`config.mk`:
```
export PLATFORM = sky130hd
export DESIGN_NAME = tty_mmio_ctrl
export DESIGN_NICKNAME = d
export VERILOG_FILES = /design/src/rtl/tty_ctrl_pkg.sv /design/src/rtl/tty_rx_fifo.sv /design/src/rtl/tty_mmio_ctrl.sv
export SDC_FILE = /design/constraint.sdc
export NUM_CORES = 1
export LEC_CHECK = 0
export CAP_MARGIN = 15
export CORE_UTILIZATION = 55
export CTS_BUF_LIST = sky130_fd_sc_hd__clkbuf_16
export DETAILED_ROUTE_END_ITERATION = 8
export PLACE_DENSITY = 0.8
export SLEW_MARGIN = 20
export SYNTH_ARGS = -nofsm -noshare
export SYNTH_HDL_FRONTEND = slang
export SYNTH_HIERARCHICAL = 1
export SYNTH_SLANG_ARGS = --single-unit
export TNS_END_PERCENT = 100
```
`constraint.sdc`:
```
create_clock -name CK -period 6.15 [get_ports CK]
set_input_delay 1.23 -clock CK [delete_from_list [all_inputs] [get_ports CK]]
set_output_delay 1.23 -clock CK [all_outputs]
set_load 0.05 [all_outputs]
```
`src/rtl/tty_ctrl_pkg.sv`:
```
// Shared constants for the TTY MMIO controller: register map, STATUS/CTRL bit
// positions, reset value of CTRL and the RX/TX handshake state encodings.
package tty_ctrl_pkg;

  localparam logic [1:0] ADDR_DATA   = 2'd0;
  localparam logic [1:0] ADDR_STATUS = 2'd1;
  localparam logic [1:0] ADDR_CTRL   = 2'd2;

  localparam int ST_RX_VALID = 0;
  localparam int ST_RX_FULL  = 1;
  localparam int ST_TX_BUSY  = 2;
  localparam int ST_TXOVR    = 3;
  localparam int ST_DTR      = 4;

  localparam int CTRL_RX_EN  = 0;
  localparam int CTRL_IRQ_EN = 1;

  localparam logic [1:0] CTRL_RESET = 2'b01;

  typedef enum logic [2:0] {
    R_IDLE,
    R_SETTLE,
    R_CAPTURE,
    R_ACK,
    R_GAP
  } rx_state_e;

  typedef enum logic [1:0] {
    T_IDLE,
    T_SETUP,
    T_STROBE,
    T_DONE
  } tx_state_e;

endpackage

```
`src/rtl/tty_rx_fifo.sv`:
```
// Small synchronous FIFO holding received characters; the head is visible
// combinationally so a DATA load returns it in the same cycle.
module tty_rx_fifo #(
  parameter int DEPTH = 4,
  parameter int W     = 8
) (
  input  logic         clk,
  input  logic         srst,
  input  logic         push,
  input  logic [W-1:0] wdata,
  input  logic         pop,
  output logic [W-1:0] head,
  output logic         full,
  output logic         empty
);

  localparam int AW = $clog2(DEPTH);

  logic [W-1:0]  mem_q [DEPTH];
  logic [AW-1:0] wr_ptr_q, wr_ptr_d;
  logic [AW-1:0] rd_ptr_q, rd_ptr_d;
  logic [AW:0]   count_q, count_d;
  logic          do_push, do_pop;

  assign full    = (count_q == (AW+1)'(DEPTH));
  assign empty   = (count_q == '0);
  assign do_push = push & ~full;
  assign do_pop  = pop & ~empty;
  assign head    = mem_q[rd_ptr_q];

  // Power-of-two depth lets the pointers wrap by plain overflow.
  always_comb begin
    wr_ptr_d = do_push ? wr_ptr_q + 1'b1 : wr_ptr_q;
    rd_ptr_d = do_pop  ? rd_ptr_q + 1'b1 : rd_ptr_q;
    count_d  = count_q + (AW+1)'(do_push) - (AW+1)'(do_pop);
  end

  always_ff @(posedge clk) begin
    if (srst) begin
      wr_ptr_q <= '0;
      rd_ptr_q <= '0;
      count_q  <= '0;
    end else begin
      wr_ptr_q <= wr_ptr_d;
      rd_ptr_q <= rd_ptr_d;
      count_q  <= count_d;
    end
  end

  always_ff @(posedge clk) begin
    if (do_push) mem_q[wr_ptr_q] <= wdata;
  end

endmodule

```
`src/rtl/tty_mmio_ctrl.sv`:
```
// Memory-mapped TTY controller: RTS/CTS receive handshake into a small FIFO,
// DTR/DSR transmit handshake from a holding register, plus STATUS/CTRL/IRQ.
module tty_mmio_ctrl
  import tty_ctrl_pkg::*;
#(
  parameter int RX_DEPTH = 4,
  parameter int SETTLE   = 10,
  parameter int STROBE   = 2
) (
  input  logic       CK,
  input  logic       CLR,
  input  logic       CS,
  input  logic       WE,
  input  logic [1:0] ADDR,
  input  logic [7:0] WDATA,
  output logic [7:0] RDATA,
  output logic       IRQ,
  input  logic [7:0] TD,
  input  logic       RTS,
  output logic       CTS,
  output logic [7:0] RD,
  output logic       DSR,
  input  logic       DTR
);

  localparam int RCW = $clog2((SETTLE > STROBE ? SETTLE : STROBE) + 1);
  localparam int TCW = $clog2(STROBE + 1);

  rx_state_e    rx_state_q, rx_state_d;
  tx_state_e    tx_state_q, tx_state_d;
  logic [RCW-1:0] rx_cnt_q, rx_cnt_d;
  logic [TCW-1:0] tx_cnt_q, tx_cnt_d;
  logic [7:0]   rd_q, rd_d;
  logic [1:0]   ctrl_q, ctrl_d;
  logic         txovr_q, txovr_d;
  logic         cts_q, cts_d;
  logic         dsr_q, dsr_d;
  logic         irq_q, irq_d;

  logic         rd_access, wr_access, data_wr;
  logic         fifo_push, fifo_pop, fifo_full, fifo_empty;
  logic [7:0]   fifo_head;
  logic [7:0]   status;

  assign rd_access = CS & ~WE;
  assign wr_access = CS & WE;
  assign data_wr   = wr_access & (ADDR == ADDR_DATA);
  assign fifo_pop  = rd_access & (ADDR == ADDR_DATA);

  tty_rx_fifo #(
    .DEPTH (RX_DEPTH),
    .W     (8)
  ) u_rx_fifo (
    .clk   (CK),
    .srst  (CLR),
    .push  (fifo_push),
    .wdata (TD),
    .pop   (fifo_pop),
    .head  (fifo_head),
    .full  (fifo_full),
    .empty (fifo_empty)
  );

  // Receive handshake; rx_en only gates the start of a new sequence.
  always_comb begin
    rx_state_d = rx_state_q;
    rx_cnt_d   = rx_cnt_q;
    fifo_push  = 1'b0;
    case (rx_state_q)
      R_IDLE: begin
        if (RTS && ctrl_q[CTRL_RX_EN] && !fifo_full) begin
          rx_state_d = R_SETTLE;
          rx_cnt_d   = '0;
        end
      end
      R_SETTLE: begin
        if (!RTS) begin
          rx_state_d = R_IDLE;
        end else if (rx_cnt_q == RCW'(SETTLE - 1)) begin
          rx_state_d = R_CAPTURE;
        end else begin
          rx_cnt_d = rx_cnt_q + 1'b1;
        end
      end
      R_CAPTURE: begin
        fifo_push  = 1'b1;
        rx_state_d = R_ACK;
        rx_cnt_d   = '0;
      end
      R_ACK: begin
        if (rx_cnt_q == RCW'(STROBE - 1)) rx_state_d = R_GAP;
        else rx_cnt_d = rx_cnt_q + 1'b1;
      end
      R_GAP:   rx_state_d = R_IDLE;
      default: rx_state_d = R_IDLE;
    endcase
    cts_d = (rx_state_d == R_ACK);
  end

  always_comb begin
    tx_state_d = tx_state_q;
    tx_cnt_d   = tx_cnt_q;
    rd_d       = rd_q;
    case (tx_state_q)
      T_IDLE: begin
        if (data_wr) begin
          rd_d       = WDATA;
          tx_state_d = T_SETUP;
        end
      end
      T_SETUP: begin
        if (DTR) begin
          tx_state_d = T_STROBE;
          tx_cnt_d   = '0;
        end
      end
      T_STROBE: begin
        if (tx_cnt_q == TCW'(STROBE - 1)) tx_state_d = T_DONE;
        else tx_cnt_d = tx_cnt_q + 1'b1;
      end
      T_DONE:  tx_state_d = T_IDLE;
      default: tx_state_d = T_IDLE;
    endcase
    dsr_d = (tx_state_d == T_STROBE);
  end

  always_comb begin
    txovr_d = txovr_q;
    ctrl_d  = ctrl_q;
    if (data_wr && tx_state_q != T_IDLE) begin
      txovr_d = 1'b1;
    end else if (wr_access && ADDR == ADDR_STATUS && WDATA[ST_TXOVR]) begin
      txovr_d = 1'b0;
    end
    if (wr_access && ADDR == ADDR_CTRL) ctrl_d = WDATA[1:0];
    irq_d = ctrl_q[CTRL_IRQ_EN] & ~fifo_empty;
  end

  always_comb begin
    status              = '0;
    status[ST_RX_VALID] = ~fifo_empty;
    status[ST_RX_FULL]  = fifo_full;
    status[ST_TX_BUSY]  = (tx_state_q != T_IDLE);
    status[ST_TXOVR]    = txovr_q;
    status[ST_DTR]      = DTR;
    case (ADDR)
      ADDR_DATA:   RDATA = fifo_empty ? 8'h00 : fifo_head;
      ADDR_STATUS: RDATA = status;
      ADDR_CTRL:   RDATA = {6'b0, ctrl_q};
      default:     RDATA = 8'h00;
    endcase
  end

  always_ff @(posedge CK) begin
    if (CLR) begin
      rx_state_q <= R_IDLE;
      tx_state_q <= T_IDLE;
      rx_cnt_q   <= '0;
      tx_cnt_q   <= '0;
      rd_q       <= 8'h00;
      ctrl_q     <= CTRL_RESET;
      txovr_q    <= 1'b0;
      cts_q      <= 1'b0;
      dsr_q      <= 1'b0;
      irq_q      <= 1'b0;
    end else begin
      rx_state_q <= rx_state_d;
      tx_state_q <= tx_state_d;
      rx_cnt_q   <= rx_cnt_d;
      tx_cnt_q   <= tx_cnt_d;
      rd_q       <= rd_d;
      ctrl_q     <= ctrl_d;
      txovr_q    <= txovr_d;
      cts_q      <= cts_d;
      dsr_q      <= dsr_d;
      irq_q      <= irq_d;
    end
  end

  assign CTS = cts_q;
  assign DSR = dsr_q;
  assign RD  = rd_q;
  assign IRQ = irq_q;

endmodule

```
==> metrics.txt, run 1 <==
critical path type in2out; die area roughly 5500 µm²; Critical Path End Type output port; Final Hold Viols 0; worst rel slew slack slightly below 60%; drt via density 5.43; post-detailed-routing wire length ~5500 µm; flops & latches, synth 66; post-synthesis compound-gate area fraction around 7%; global-route wire length before repair 8850 µm; worst vdd ir between 200 and 250 µV; cell area after layout between 3000 and 4000 µm²; clk_skew 0.00453 ns; Die Wd ~74 µm; H-tree Lvls 3; cell area after placement 3310 µm²; initial antenna violation count 0; most frequent CP cell clkdlybuf4s50_1; CTS-repair resized insts 0; Worst-path clk slew 0.05 ns; max cap viols 0; Worst-Skew Late Latency 0.32 ns; Inst Count DP approximately 330; area share of the largest cell type after synthesis 33.8%; CP arrival 3.32 ns; Mapped Nets about 270; LEAKAGE between 1 and 1.5 nW; hold buffers post-CTS 0; number of global-route vias before repair approximately 1,900; area grow syn2layout 26.2%; deepest clock path buffer count 2; IO buf count between 40 and 50; routed vias about 1,900; Critical Path RT about 4.9 ns; largest net degree at the start of global routing 35; DR DRC count 0; commonest non-fill, non-tap cell in the layout clkdlybuf4s50_1; hold crit path type reg2reg; Post-Syn Area per Cell between 10 and 15 µm²; setup TNS 0 ns; Final min period approximately 4.5 ns; XOR/XNOR Fraction of Synth Area less than 1%; Yosys top cell by area edfxtp_1; Synth warnings 6; slowest cell on the critical path clkdlybuf4s50_1; multiplexer area fraction after synthesis a little over a tenth; Post-Place Setup Slack ~1.7 ns; final core area utilization 74.0%; Synth Area in Adders roughly 4.7%; Top delay family on crit path buffers and inverters; Final Setup Violations 0; commonest non-fill, non-tap cells in the layout 42 x clkdlybuf4s50_1, 34 x dfxtp_1, 32 x edfxtp_1; Net count, final just over 300; post-synthesis simple-gate area fraction about 15%; crit-path max cell delay between 0.8 and 0.9 ns; Post-Synthesis Cells 233; # rows 25; achievable frequency between 200 and 250 MHz; CTS tree done; pwr dens 278 nW/µm²; Die H between 70 and 80 µm; setup bufs post-CTS 0; synth top area cells edfxtp_1 34%, dfxtp_1 24%, mux4_2 6.3%; Yosys cell types 44; diode count 0; share of cells above drive strength 1 a little over a tenth; Final Max Tran Viols 0; RSZ-0062 raised after global routing no; critical path fanouts, max 12; Overflow after GRT 0; fin cells 349; TritonCTS Buffers 9; sequential share of the synthesized area between 50% and 60%; largest family of logic cells by synthesized area simple AND/OR/NAND/NOR gates; Least-Margin Pin Slew 0.628 ns; Clock Tree Root clkbuf_16; CTS sink cnt 66; Routed wire per std cell 15.7 µm; Critical path buffers and inverters 2; GRT Util Overall a little under a quarter; period utilisation layout between 70% and 80%; DP HPWL ~3600 µm; Starting Density between 50% and 60%; Iter 0 DRT Violations 119; Routed Antenna Nets 0; crit start category input port; DRT Pass-1 Iters 4; CP cell instances clkdlybuf4s50_1 -> nor2_1 -> a22oi_1 -> o21ai_0 -> clkdlybuf4s50_1; GP Congestion 0.729; # IOs 43; Cell Area, Synth 2840 µm²; Core ar. between 4000 and 5000 µm²; final worst slack around 1.6 ns; status finished, final reports clean
==> logic make-up after synthesis <==
| group | Yosys count |
|---|---|
| compound gates | 30 |
| xor+xnor | 3 |
| fa+ha+maj | 10 |
| buf+inv | 22 |
| flops | 66 |
| mux | 21 |
| simple gates | 81 |
==> flip-flops by register name (all words and copies together), names as in the netlist, named ones only <==
| register | flops |
|---|---|
| txovr_q | 1 |
| CTS | 1 |
| DSR | 1 |
| u_rx_fifo/wr_ptr_q | 2 |
| u_rx_fifo/mem_q | 32 |
| rx_state_q | 3 |
| u_rx_fifo/count_q | 3 |
| rx_cnt_q | 4 |
| RD | 8 |
| ctrl_q | 2 |
| tx_state_q | 2 |
| IRQ | 1 |
| u_rx_fifo/rd_ptr_q | 2 |
| tx_cnt_q | 2 |
==> layer usage <==
layer | up-vias | global-route usage, % | wire [µm]
met5 | - | 0 | 0
met4 | 0 | 10.0 | 111
met3 | 11 | 7.41 | 241
met2 | 44 | 39.6 | 2770
met1 | 916 | 26.3 | 2340
li1 | 925 | - | -
==> worst paths after layout <==
kind,from,endpoint,slack (ns),cells after the start
max reg2reg,rx_state_q[1],u_rx_fifo/count_q[2],3.63,12
min,u_rx_fifo/rd_ptr_q[1],flip-flop,0.49,2
min reg2reg,u_rx_fifo/rd_ptr_q[1],flip-flop,0.49,2
max,ADDR[0],RDATA[1],1.60,5
==> power breakdown <==
group | switching [mW] | internal, mW
Clock | 0.171 | 0.306
Sequential | 0.00351 | 0.464
Combinational | 0.0279 | 0.0247
==> cell usage after synthesis, drive strengths merged <==
cell type	n
xor2	2
nand2b	4
a21o	1
or3	2
buf	5
nand3b	2
a22oi	4
nand3	4
a21oi	9
xnor2	1
and2	8
o21bai	2
o21ba	1
nor4	2
edfxtp	32
o21ai	6
nor2	29
o31ai	4
dfxtp	34
nand2	8
mux4	8
nand4b	1
a31oi	1
inv	12
nor3b	5
nand4	2
nor4b	2
a32o	1
mux2i	13
fa	1
clkbuf	5
a41oi	1
nor3	6
ha	9
nor2b	6
==> metrics by stage <==
stage / hold slack [ns] / power (mW)
finish: 0.494 / 0.997
global placement: 0.473 / 0.528
global route: 0.522 / 1.03
detailed placement: 0.482 / 0.529
CTS: 0.492 / 1.01
floorplan: 0.459 / 0.503
==> worst reg2reg max path: cells and delay by family (launching register included) <==
kind	cells	cell delay (ns)
adder cells (fa/ha/maj)	3	0.80
AND/OR/NAND/NOR	4	0.75
flip-flops	1	0.43
buffers and inverters	4	0.30
XOR/XNOR	1	0.16
==> area by class of cell <==
type	count	area [µm²]
Clock buffer	9	225
Tap cell	67	83.8
Inverter	12	45.0
Fill cell	346	1260
Sequential cell	66	1640
Clock inverter	7	55.1
Timing Repair Buffer	43	428
Multi-Input combinational cell	145	1110
No activity file was read; power rests on OpenSTA's default activity.
==> inputs of run 2 (changes only) <==
--- a/config.mk
+++ b/config.mk
@@ -6,10 +6,10 @@
 export NUM_CORES = 1
 export LEC_CHECK = 0
 export CAP_MARGIN = 15
-export CORE_UTILIZATION = 55
+export CORE_UTILIZATION = 53
 export CTS_BUF_LIST = sky130_fd_sc_hd__clkbuf_16
 export DETAILED_ROUTE_END_ITERATION = 8
-export PLACE_DENSITY = 0.8
+export PLACE_DENSITY = 0.78
 export SLEW_MARGIN = 20
 export SYNTH_ARGS = -nofsm -noshare
 export SYNTH_HDL_FRONTEND = slang
==> constraint.sdc (replaced) <==
create_clock -name CK -period 4.6 [get_ports CK]
set_input_delay 0.92 -clock CK [delete_from_list [all_inputs] [get_ports CK]]
set_output_delay 0.92 -clock CK [all_outputs]
set_load 0.05 [all_outputs]
==> run 2 against run 1 <==
Final area increased by 0.28%. Cell count is 0.86% higher. Count of clock-buffer cells in the layout unchanged. Hold slack barely moved. Global-route usage down 2.7 points. Via count decreased by 1.2%. Combinational power increased by 33%. Clock power rose by 35%. Utilization is 4.0 points lower. Critical path type unchanged.
==> metrics.txt, run 2 (same netlist as run 1, synthesis figures left out) <==
Final min period just under 4 ns; Final Setup Violations 0; crit start category input port; Final Hold Viols 0; H-tree Lvls 3; reg2reg end u_rx_fifo/count_q[2]; TritonCTS Buffers 9; hold buffers post-CTS 0; Clock Tree Root clkbuf_16; GRT Util Overall around a fifth; Die H between 70 and 80 µm; CP arrival 2.98 ns; number of global-route vias before repair between 1,500 and 2,000; Least-Margin Pin Slew roughly 0.67 ns; routed vias 1,873; commonest non-fill, non-tap cells in the layout 42 x clkdlybuf4s50_1, 34 x dfxtp_1, 32 x edfxtp_1; hold crit path type reg2reg; Critical Path End Type output port; post-detailed-routing wire length between 5000 and 6000 µm; fill count between 300 and 400; Routed wire per std cell around 15 µm; die area approximately 5700 µm²; # rows 26; deepest clock path buffer count 2; DR DRC count 0; Die Wd between 70 and 80 µm; DP HPWL 3560 µm; critical path startpoint ADDR[0]; Worst-Skew Late Latency ~0.32 ns; Core ar. between 5000 and 6000 µm²; worst setup path end RDATA[1]; max cap viols 0; r2r startpoint rx_state_q[1]; Starting Density a little under three fifths; Largest Register u_rx_fifo/mem_q; Worst-path clk slew 0.05 ns; Critical Path RT between 3 and 4 ns; Overflow after GRT 0; setup bufs post-CTS 0; commonest non-fill, non-tap cell in the layout clkdlybuf4s50_1; number of flip-flops in the largest register 32; LEAKAGE 1.34 nW; pwr dens 372 nW/µm²; setup TNS 0 ns; RSZ-0062 raised after global routing no; # IOs 43; worst vdd ir roughly 320 µV; DRT Pass-1 Iters 4; status finished, final reports clean; share of cells above drive strength 1 ~11%; Iter 0 DRT Violations between 100 and 150; clk_skew about 0.0060 ns; final core area utilization 70.0%; Worst R2R Path Depth 12; IO buf count 42; CTS tree done; initial antenna violation count 0; area grow syn2layout 26.5%; Post-Place Setup Slack between 0.7 and 0.8 ns; critical path fanouts, max 12; final worst slack around 0.7 ns; Routed Antenna Nets 0; drt via density 5.32; period utilisation layout 84.8%; Net count, final between 300 and 400; global-route wire length before repair just over 8000 µm; largest net degree at the start of global routing 35; CTS-repair resized insts 0; critical path type in2out; setup slack, reg-to-reg roughly 2.1 ns; achievable frequency roughly 260 MHz; CTS sink cnt 66; diode count 0; worst rel slew slack 55.4%; GP Congestion just under 0.8; Final Max Tran Viols 0
## run 2: cell count changes in the layout (fill, tap and decap cells not counted)
cell,delta
clkinv_2,-2
inv_4,+2
clkinvlp_4,+1
inv_1,-1
## run 2: layout make-up
cell class | instances | area [µm²] | area share, %
Clock buffer | 9 | 225 | 6.26
Clock inverter | 7 | 61.3 | 1.70
Inverter | 12 | 45.0 | 1.25
Multi-Input combinational cell | 145 | 1110 | 30.8
Sequential cell | 66 | 1640 | 45.6
Tap cell | 70 | 87.6 | 2.43
Timing Repair Buffer | 43 | 428 | 11.9
## run 2: worst min-delay path by stage
stage,from,endpoint,slack [ns],cells past startpoint
after floorplan,u_rx_fifo/rd_ptr_q[1],flip-flop,0.46,2
after global placement,u_rx_fifo/rd_ptr_q[1],u_rx_fifo/rd_ptr_q[1],0.48,2
after detailed placement,RD[1],RD[1],0.48,2
after CTS,RD[1],RD[1],0.50,2
after global routing,RD[5],RD[5],0.52,2
final,RD[1],RD[1],0.49,2
## run 2: critical path, cell delays in order
cell             delay (ns)
clkdlybuf4s50_1        0.61
nor2_1                 0.32
a22oi_1                0.13
o21ai_0                0.17
clkdlybuf4s50_1        0.82
## run 2: report_power, final
group | switching [mW] | leakage, nW | internal (mW)
clock | 0.231 | 0.146 | 0.413
sequential | 0.00475 | 0.562 | 0.620
combinational | 0.0367 | 0.628 | 0.0330
## run 2: per-stage QoR
stage,hold slack (ns),cells,area [µm²],total power [mW]
floorplan,0.459,233,2840,0.672
global placement,0.475,336,3310,0.705
detailed placement,0.484,336,3310,0.706
CTS,0.497,352,3600,1.35
global route,0.520,352,3600,1.38
finish,0.494,352,3600,1.34
## run 2: metal layers
| layer | routed length (µm) | global-route usage [%] |
|---|---|---|
| met5 | 0 | 0 |
| met4 | 49 | 8.44 |
| met3 | 205 | 6.29 |
| met2 | 2600 | 31.5 |
| met1 | 2430 | 26.9 |
==> inputs of run 3 (changes only) <==
--- a/config.mk
+++ b/config.mk
@@ -6,10 +6,10 @@
 export NUM_CORES = 1
 export LEC_CHECK = 0
 export CAP_MARGIN = 15
-export CORE_UTILIZATION = 53
+export CORE_UTILIZATION = 48
 export CTS_BUF_LIST = sky130_fd_sc_hd__clkbuf_16
 export DETAILED_ROUTE_END_ITERATION = 8
-export PLACE_DENSITY = 0.78
+export PLACE_DENSITY = 0.74
 export SLEW_MARGIN = 20
 export SYNTH_ARGS = -nofsm -noshare
 export SYNTH_HDL_FRONTEND = slang
==> constraint.sdc (replaced) <==
create_clock -name CK -period 3.2 [get_ports CK]
set_input_delay 0.64 -clock CK [delete_from_list [all_inputs] [get_ports CK]]
set_output_delay 0.64 -clock CK [all_outputs]
set_load 0.05 [all_outputs]
==> run 3 against run 2 <==
First-iteration DRC count is 32% lower. Setup slack worse by 0.37 ns. Power is 46% higher. Critical path depth is 8 higher. Final area is 3.4% higher. Combinational power is 55% higher. Clock power is 48% higher. Via count is 2.1% higher. Critical path type is now in2reg. Largest cell class unchanged.
==> metrics.txt, run 3 (same netlist as run 1, synthesis figures left out) <==
status finished, final reports clean; critical path fanouts, max 4; die area between 6000 and 7000 µm²; # IOs between 40 and 50; period utilisation layout 89.6%; max cap viols 0; Iter 0 DRT Violations 82; Overflow after GRT 0; setup bufs post-CTS 0; initial antenna violation count 0; largest net degree at the start of global routing 21; commonest non-fill, non-tap cells in the layout 34 x dfxtp_1, 34 x clkdlybuf4s50_1, 32 x edfxtp_1; Critical Path End Type flip-flop; Worst-path clk slew 0.06 ns; LEAKAGE roughly 1.4 nW; RSZ-0062 raised after global routing no; hold slack between 0.4 and 0.5 ns; area grow syn2layout 30.9%; critical path type in2reg; overall power 1.96 mW; setup TNS 0 ns; DR DRC count 0; Routed Antenna Nets 0; deepest clock path buffer count 2; global-route wire length before repair around 9000 µm; Largest Register u_rx_fifo/mem_q; Critical Path RT around 3.4 ns; number of global-route vias before repair around 1,900; Die Wd 79.0 µm; DRT Pass-1 Iters 4; Net count, final about 320; Starting Density 50.7%; drt via density approximately 5.3; crit start category input port; Core ar. about 5600 µm²; Sequential Area ~1600 µm²; Worst-Skew Late Latency 0.32 ns; TritonCTS Buffers 9; Least-Margin Pin Slew 0.638 ns; pwr dens between 500 and 600 nW/µm²; Routed wire per std cell roughly 15 µm; # rows 27; area taken by multi-input logic gates between 1000 and 1500 µm²; number of flip-flops in the largest register 32; routed vias between 1,500 and 2,000; worst vdd ir just over 400 µV; fill count 440; Final min period between 2 and 3 ns; hold buffers post-CTS 0; worst rel slew slack a little under three fifths; Final Hold Viols 0; share of cells above drive strength 1 15.4%; H-tree Lvls 3; CTS-repair resized insts 0; DP HPWL 3770 µm; clk_skew around 0.009 ns; diode count 0; Final Setup Violations 0; GP Congestion between 0.7 and 0.8; CTS tree done; IO buf count between 40 and 50; Final Max Tran Viols 0; Clock Tree Root clkbuf_16; Die H about 80 µm; CP arrival between 3 and 4 ns; hold crit path type reg2reg; GRT Util Overall around a fifth; achievable frequency around 350 MHz; post-detailed-routing wire length between 5000 and 6000 µm; CTS sink cnt 66
## run 3: cell types whose count changed in the layout (fill, tap and decap cells not counted), sizes merged
cell,change
clkinv,+2
inv,-2
buf,+12
clkdlybuf4s50,-8
## run 3: final cells by class
cell class	count	share of cell area, %
multi-input cells	145	29.8
repair buffers	47	14.5
flip-flops and latches	66	44.1
clock buffers	9	6.05
clock inverters	7	1.92
inverters	12	1.21
well taps	72	2.42
## run 3: power breakdown
group          switching, mW  internal (mW)  leakage (nW)
Clock                  0.353          0.602         0.145
Combinational         0.0549         0.0533         0.687
Sequential           0.00677          0.891         0.562
Total                  0.414           1.55          1.39
## run 3: path summary, 6_finish.rpt
| kind | startpoint | end | slack, ns | cells past startpoint |
|---|---|---|---|---|
| setup / recovery | CS | u_rx_fifo/count_q[2] | 0.33 | 13 |
| hold / removal | RD[7] | RD[7] | 0.49 | 2 |
| setup reg to reg | rx_state_q[1] | u_rx_fifo/count_q[2] | 0.72 | 12 |
| hold reg to reg | RD[7] | RD[7] | 0.49 | 2 |
## run 3: per-layer routing
| layer | part of all wire (%) | global-route usage, % | vias to the layer above | wire length, µm |
|---|---|---|---|---|
| li1 | - | - | 936 | - |
| met1 | 45 | 24.3 | 931 | 2420 |
| met2 | 50 | 31.7 | 40 | 2700 |
| met3 | 4.0 | 6.21 | 6 | 215 |
| met4 | 1.1 | 8.18 | 0 | 57 |
| met5 | 0 | 0 | - | 0 |
## run 3: per-stage QoR
step           util [%]  cells  area [µm²]  setup WS (ns)
2_1_floorplan         -    233        2840         0.0697
3_3_place_gp       61.0    342        3420         0.0478
3_5_place_dp       61.0    342        3420         0.0104
4_1_cts            66.3    358        3720          0.332
5_1_grt            66.3    358        3720          0.166
6_report           66.3    358        3720          0.333
## run 3: critical path: stages
cell and delay (ns):
clkdlybuf4s50_1 0.53, nor4b_1 0.32, buf_4 0.18, o31ai_2 0.07, inv_1 0.07, ha_1 0.21
inv_1 0.06, ha_1 0.13, inv_1 0.05, fa_1 0.37, xor2_1 0.16, and2_2 0.20
nor3_1 0.12
==> edit 1: new RTL, flow settings as in run 3 <==
Make the reset (`srst`) asynchronous in one clocked block.
--- a/src/rtl/tty_rx_fifo.sv
+++ b/src/rtl/tty_rx_fifo.sv
@@ -35,7 +35,7 @@
     count_d  = count_q + (AW+1)'(do_push) - (AW+1)'(do_pop);
   end
 
-  always_ff @(posedge clk) begin
+  always_ff @(posedge clk or posedge srst) begin
     if (srst) begin
       wr_ptr_q <= '0;
       rd_ptr_q <= '0;
Behaviour: same outputs for any inputs over 10 cycles, from zero or initial values; that may be too few to reach the edited logic, so the function may still have changed.
==> edit 1 against run 3 <==
Via count decreased by 2.4%. Core utilization decreased by 0.51 points. Final cell count decreased by 2.2%. Maximum frequency increased by 3.5%. Wire length decreased by 2.4%. Synthesized area decreased by 0.18%. Setup slack improved by 0.096 ns. Final area decreased by 0.77%. Largest cell class unchanged. Sequential cell count decreased by 2. Synthesized cell count decreased by 3.9%.
Power is not compared: it rests on default switching activity, and its combinational part moved more than twofold at a synthesized area within 25%.
==> edit 1: results (changes against run 3) <==
Parameter                              Value

Timing
  Worst Tran Pin Value    0.609 ns (-0.0285 ns)
  Clk_skew    0.00410 ns (-0.00503 ns)
  Pins Over Slew Limit    0 (unchanged)

Global routing
  All-Layer GR Usage    19.1% (-0.50 points)
  Number of global-route vias before repair    1827 (-1.3%)
  Global-route wire length before repair    8.75 mm (-2.2%)
  Maximum number of pins on one net before global-route repair    20 (-4.8%)

Final layout
  Number of standard cells in the layout, taps in and fillers out    350 (-2.2%)
  Filler Cells Inserted    438 (-0.45%)
  Total number of nets in the final design    307 (-2.5%)
  Fraction of final layout cells with drive strength greater than 1    15.1% (-0.28 points)

Setup path
  Delay-heaviest family, CP    flip-flops
  Worst Path Max Fanout    10 (+6)
  WP data arrival    2.13 ns (-0.98 ns)
  Biggest cell delay along the critical path    0.70 ns (+0.17 ns)
  Library cell contributing the largest single delay on the critical path    sky130_fd_sc_hd__dfrtp_1
  CP bufs+invs    1 (-4)

Synthesis
  Fraction of synthesis flops using an asynchronous set or reset pin    10.9% (+11 points)
  Cell count after synthesis    224 (-3.9%)
  Leading register cell type out of synthesis    sky130_fd_sc_hd__edfxtp_1
  Proportion of synthesized area in mux cells    10.6% (-0.33 points)
  Post-synthesis sequential area ratio    57.7% (-0.075 points)
  Ranking of synthesized cells by instance count    sky130_fd_sc_hd__edfxtp_1, sky130_fd_sc_hd__dfxtp_1, sky130_fd_sc_hd__nor2_1, sky130_fd_sc_hd__inv_1, sky130_fd_sc_hd__mux2i_1
  Xor and xnor fraction of the mapped netlist area    1.54% (+0.62 points)
  Biggest area contributors in the synthesized netlist    sky130_fd_sc_hd__edfxtp_1, sky130_fd_sc_hd__dfxtp_1, sky130_fd_sc_hd__mux4_2, sky130_fd_sc_hd__dfrtp_1, sky130_fd_sc_hd__mux2i_1

Drt
  Initial DRC count    64 (-22%)
  Overall via count from detail_route    1867 (-2.4%)
  Total routed wirelength    5.27 mm (-2.4%)

Place
  Count of port buffers added during placement    42 (unchanged)
  Weighted congestion reported at the end of routability-driven placement    0.775 (-0.46%)
  Detailed-placement wirelength estimate    3.70 mm (-1.7%)
  Placed cells    334 (-2.3%)

Clock network
  Root buffer cell    sky130_fd_sc_hd__clkbuf_16
  Clock latency reported for the late side of the worst-skew pair    0.32 ns (about the same)
  H-tree Lvls    3 (unchanged)

Run status
  Result of the run    finished clean
==> edit 1: cell count changes after synthesis, sizes merged, moves of 2 or more <==
cell            run 3  this run
a21oi               9         7
and2                8         3
and3b               0         4
dfrtp               0         7
dfxtp              34        25
nand2b              4         6
nand4bb             0         2
nor2               29        24
o211ai              0         2
o21ai               6         4
or3                 2         0
xnor2               1         5
xor2                2         0
==> edit 1: metal layers <==
layer | GRT usage (%) | wire length [um] | vias to the layer above
met5 | 0 | 0 | -
met3 | 7.01 | 284 | 2
met2 | 31.0 | 2520 | 48
met4 | 7.09 | 36 | 0
li1 | - | - | 925
met1 | 23.4 | 2430 | 892
==> edit 1: stage by stage <==
step                worst slack (ns)  area [um2]
CTS                            0.398        3690
global placement               0.159        3420
finish                         0.429        3690
global route                   0.287        3690
detailed placement            0.0977        3420
floorplan                     0.0697        2840
==> edit 1: layout make-up <==
class	instances	area, um2	area share, %
Clock buffer	9	225	6.10
Clock inverter	7	47.5	1.29
Inverter	12	45.0	1.22
Multi-Input combinational cell	139	1110	30.0
Sequential cell	64	1640	44.3
Tap cell	72	90.1	2.44
Timing Repair Buffer	47	538	14.6
==> edit 1: tightest hold or removal path, delay by kind of cell (launching register included) <==
kind,cells,cell delay (ns)
AOI/OAI and AO/OA,2,0.13
DFF,1,0.32
==> edit 1: where the power goes <==
part | switching [uW] | internal, uW | leakage, uW
registers | 133 | 914 | 0.000571
logic | 244 | 310 | 0.000727
clock network | 346 | 522 | 0.000132
total | 723 | 1750 | 0.00143
==> edit 1: path summary, 6_finish.rpt <==
kind	start	endpoint	slack [ns]	depth (start not counted)
setup / recovery	u_rx_fifo/rd_ptr_q[0]$_DFFE_PP0P_	RDATA[1]	0.43	4
min in group asynchronous	CLR	u_rx_fifo/rd_ptr_q[1]$_DFFE_PP0P_	0.77	2
max in group asynchronous	CLR	u_rx_fifo/count_q[2]$_DFF_PP0_	2.20	2
hold / removal	txovr_q$_SDFFE_PP0P_	txovr_q$_SDFFE_PP0P_	0.50	2
setup reg to reg	u_rx_fifo/count_q[1]$_DFF_PP0_	u_rx_fifo/count_q[2]$_DFF_PP0_	0.88	9
hold reg to reg	txovr_q$_SDFFE_PP0P_	txovr_q$_SDFFE_PP0P_	0.50	2
==> edit 1: cells by family (layout without fill, tap and decap cells) <==
kind of cell             after synthesis  after routing
AND/OR/NAND/NOR                       75             75
flip-flops                            64             64
AO/OA/AOI/OAI                         29             29
buffers and inverters                 21             75
multiplexers                          20             20
adder cells (fa/ha/maj)               10             10
XOR/XNOR                               5              5
==> edit 2: new RTL, settings of run 3 <==
Without the edit above. Set the parameter `STROBE` to 8 (it was 2).
--- a/src/rtl/tty_mmio_ctrl.sv
+++ b/src/rtl/tty_mmio_ctrl.sv
@@ -5,7 +5,7 @@
 #(
   parameter int RX_DEPTH = 4,
   parameter int SETTLE   = 10,
-  parameter int STROBE   = 2
+  parameter int STROBE   = 8
 ) (
   input  logic       CK,
   input  logic       CLR,
Function: changed (Yosys sat finds a counterexample within 10 cycles, from zero or initial values).
==> edit 2 against run 3 <==
Wire length is 6.2% higher. Sequential cell count up 2. Sequential share of layout area shrank 1.1 points. Sequential power up 2.9%. Synthesized cell count increased by 8.2%. Synthesized area increased by 5.6%. Critical path depth decreased by 7. Final area increased by 5.2%. Clock power grew 19%. Register-to-register slack worse by 0.04 ns. Setup slack improved by 0.044 ns. Via count is 8.1% higher. Total power is 11% higher. Critical endpoint is now RDATA[1].
==> edit 2: results (changes against run 3) <==
Parameter                              Value

Clock network
  Clock latency reported for the late side of the worst-skew pair    around 0.33 ns
  TritonCTS Buffers    9 (unchanged)
  Post-cts repair resize count    0 (unchanged)
  Clock tree buffer depth    2 (unchanged)
  Root buffer cell    sky130_fd_sc_hd__clkbuf_16

Power
  Leakage power    0.00145 uW (+3.9%)
  Peak ir drop on the vdd network    389 uV (-6.3%)

Final layout
  Max reg flops    32 (unchanged)
  Total number of nets in the final design    331 (+5.1%)
  Filler Cells Inserted    465 (+5.7%)
  Number of standard cells in the layout, taps in and fillers out    377 (+5.3%)
  Fraction of final layout cells with drive strength greater than 1    15.9% (+0.51 points)

Setup path
  Worst Path Max Fanout    11 (+7)
  Library cell contributing the largest single delay on the critical path    sky130_fd_sc_hd__clkdlybuf4s50_1
  Worst reg2reg setup slack    0.68 ns (-0.04 ns)
  Delay-heaviest family, CP    buffers and inverters
  WP data arrival    2.18 ns (-0.93 ns)
  Biggest cell delay along the critical path    0.44 ns (-0.09 ns)

Drt
  Initial DRC count    125 (+52%)
  WL per Instance    15.2 um (+0.89%)
  Iteration count of the initial detailed-routing pass    4 (unchanged)
  Ratio of routed vias to standard cells    5.49 (+2.7%)

Timing
  Clk_skew    0.00457 ns (-0.00455 ns)
  Worst hold margin    0.498 ns (+0.00559 ns)
  Worst Tran Pin Value    0.542 ns (-0.0960 ns)

Global routing
  Number of global-route vias before repair    1919 (+3.6%)
  Maximum number of pins on one net before global-route repair    36 (+71%)
  Global-route wire length before repair    9.31 mm (+4.0%)
  All-Layer GR Usage    19.6% (about the same)
  Antenna violations before repair    0 (unchanged)

Place
  Count of port buffers added during placement    42 (unchanged)
  Detailed-placement wirelength estimate    3.84 mm (+2.0%)
  Placed cells    361 (+5.6%)
  Weighted congestion reported at the end of routability-driven placement    0.741 (-4.9%)

Synthesis
  Count of warnings emitted by yosys    6 (unchanged)
  Post-synthesis sequential area ratio    56.0% (-1.7 points)
  Biggest area contributors in the synthesized netlist    sky130_fd_sc_hd__edfxtp_1, sky130_fd_sc_hd__dfxtp_1, sky130_fd_sc_hd__mux4_2, sky130_fd_sc_hd__mux2i_1, sky130_fd_sc_hd__ha_1
  Fraction of the mapped netlist area in adder cells    4.42% (-0.25 points)
  Ranking of synthesized cells by instance count    sky130_fd_sc_hd__dfxtp_1, sky130_fd_sc_hd__edfxtp_1, sky130_fd_sc_hd__nor2_1, sky130_fd_sc_hd__mux2i_1, sky130_fd_sc_hd__a21oi_1
  Synthesized netlist net count    286 (+7.1%)
  Count of distinct cell types in the synthesized netlist    50 (+14%)
  Compound-Gate Fraction of Synth Area    6.96% (-0.13 points)
  Number of synthesized flops with an enable pin    32 (unchanged)
  Xor and xnor fraction of the mapped netlist area    0.584% (-0.34 points)
  Main combinational cell family by area after synthesis    simple AND/OR/NAND/NOR gates
  Cell count after synthesis    252 (+8.2%)
  Proportion of synthesized area in mux cells    10.7% (-0.20 points)

Hold path
  Min-Delay Path Class    reg -> reg

Run status
  Result of the run    finished clean
[edit 2: cell count changes in the layout (fill, tap and decap cells not counted), sizes merged, moves of 2 or more]
cell	run 3	this run
nand2b	4	6
a21oi	9	11
dfxtp	34	36
inv	14	11
nor3	6	9
nor2	29	26
nand2	8	10
bufinv	1	3
or2	0	2
nor2b	6	8
nor4	2	4
a31oi	1	3
[edit 2: path summary, 6_finish.rpt]
kind / startpoint / endpoint / cells past startpoint
hold / removal: RD[3]$_SDFFE_PP0P_ / RD[3]$_SDFFE_PP0P_ / 2
setup / recovery: ADDR[0] / RDATA[1] / 6
setup reg to reg: rx_state_q[1]$_SDFF_PP0_ / u_rx_fifo/count_q[2]$_SDFF_PP0_ / 12
hold reg to reg: RD[3]$_SDFFE_PP0P_ / RD[3]$_SDFFE_PP0P_ / 2
[edit 2: per-layer routing]
layer	share of wire [%]	GRT usage, %
met1	47	26.8
met2	47	30.1
met3	4.2	4.04
met4	1.8	8.57
met5	0	0
[edit 2: stage by stage]
stage | setup WS [ns] | power (uW) | area [um2]
6_report | 0.377 | 2170 | 3910
5_1_grt | 0.213 | 2240 | 3910
4_1_cts | 0.359 | 2190 | 3910
3_5_place_dp | 0.0743 | 1050 | 3560
3_3_place_gp | 0.144 | 1050 | 3560
2_1_floorplan | 0.356 | 993 | 3000
[edit 2: layout make-up]
type,count,area (um2),area share [%]
Multi-Input combinational cell,162,1220,31.2
Clock inverter,7,124,3.17
Sequential cell,68,1680,43.0
Timing Repair Buffer,46,531,13.6
Inverter,10,37.5,0.959
Tap cell,75,93.8,2.40
Clock buffer,9,225,5.76
[edit 2: where the power goes]
part           switching [uW]  internal (uW)  leakage, uW
Combinational            53.9           53.3     0.000703
Sequential               7.93            916     0.000578
Clock                     377            766     0.000166
Total                     439           1730      0.00145
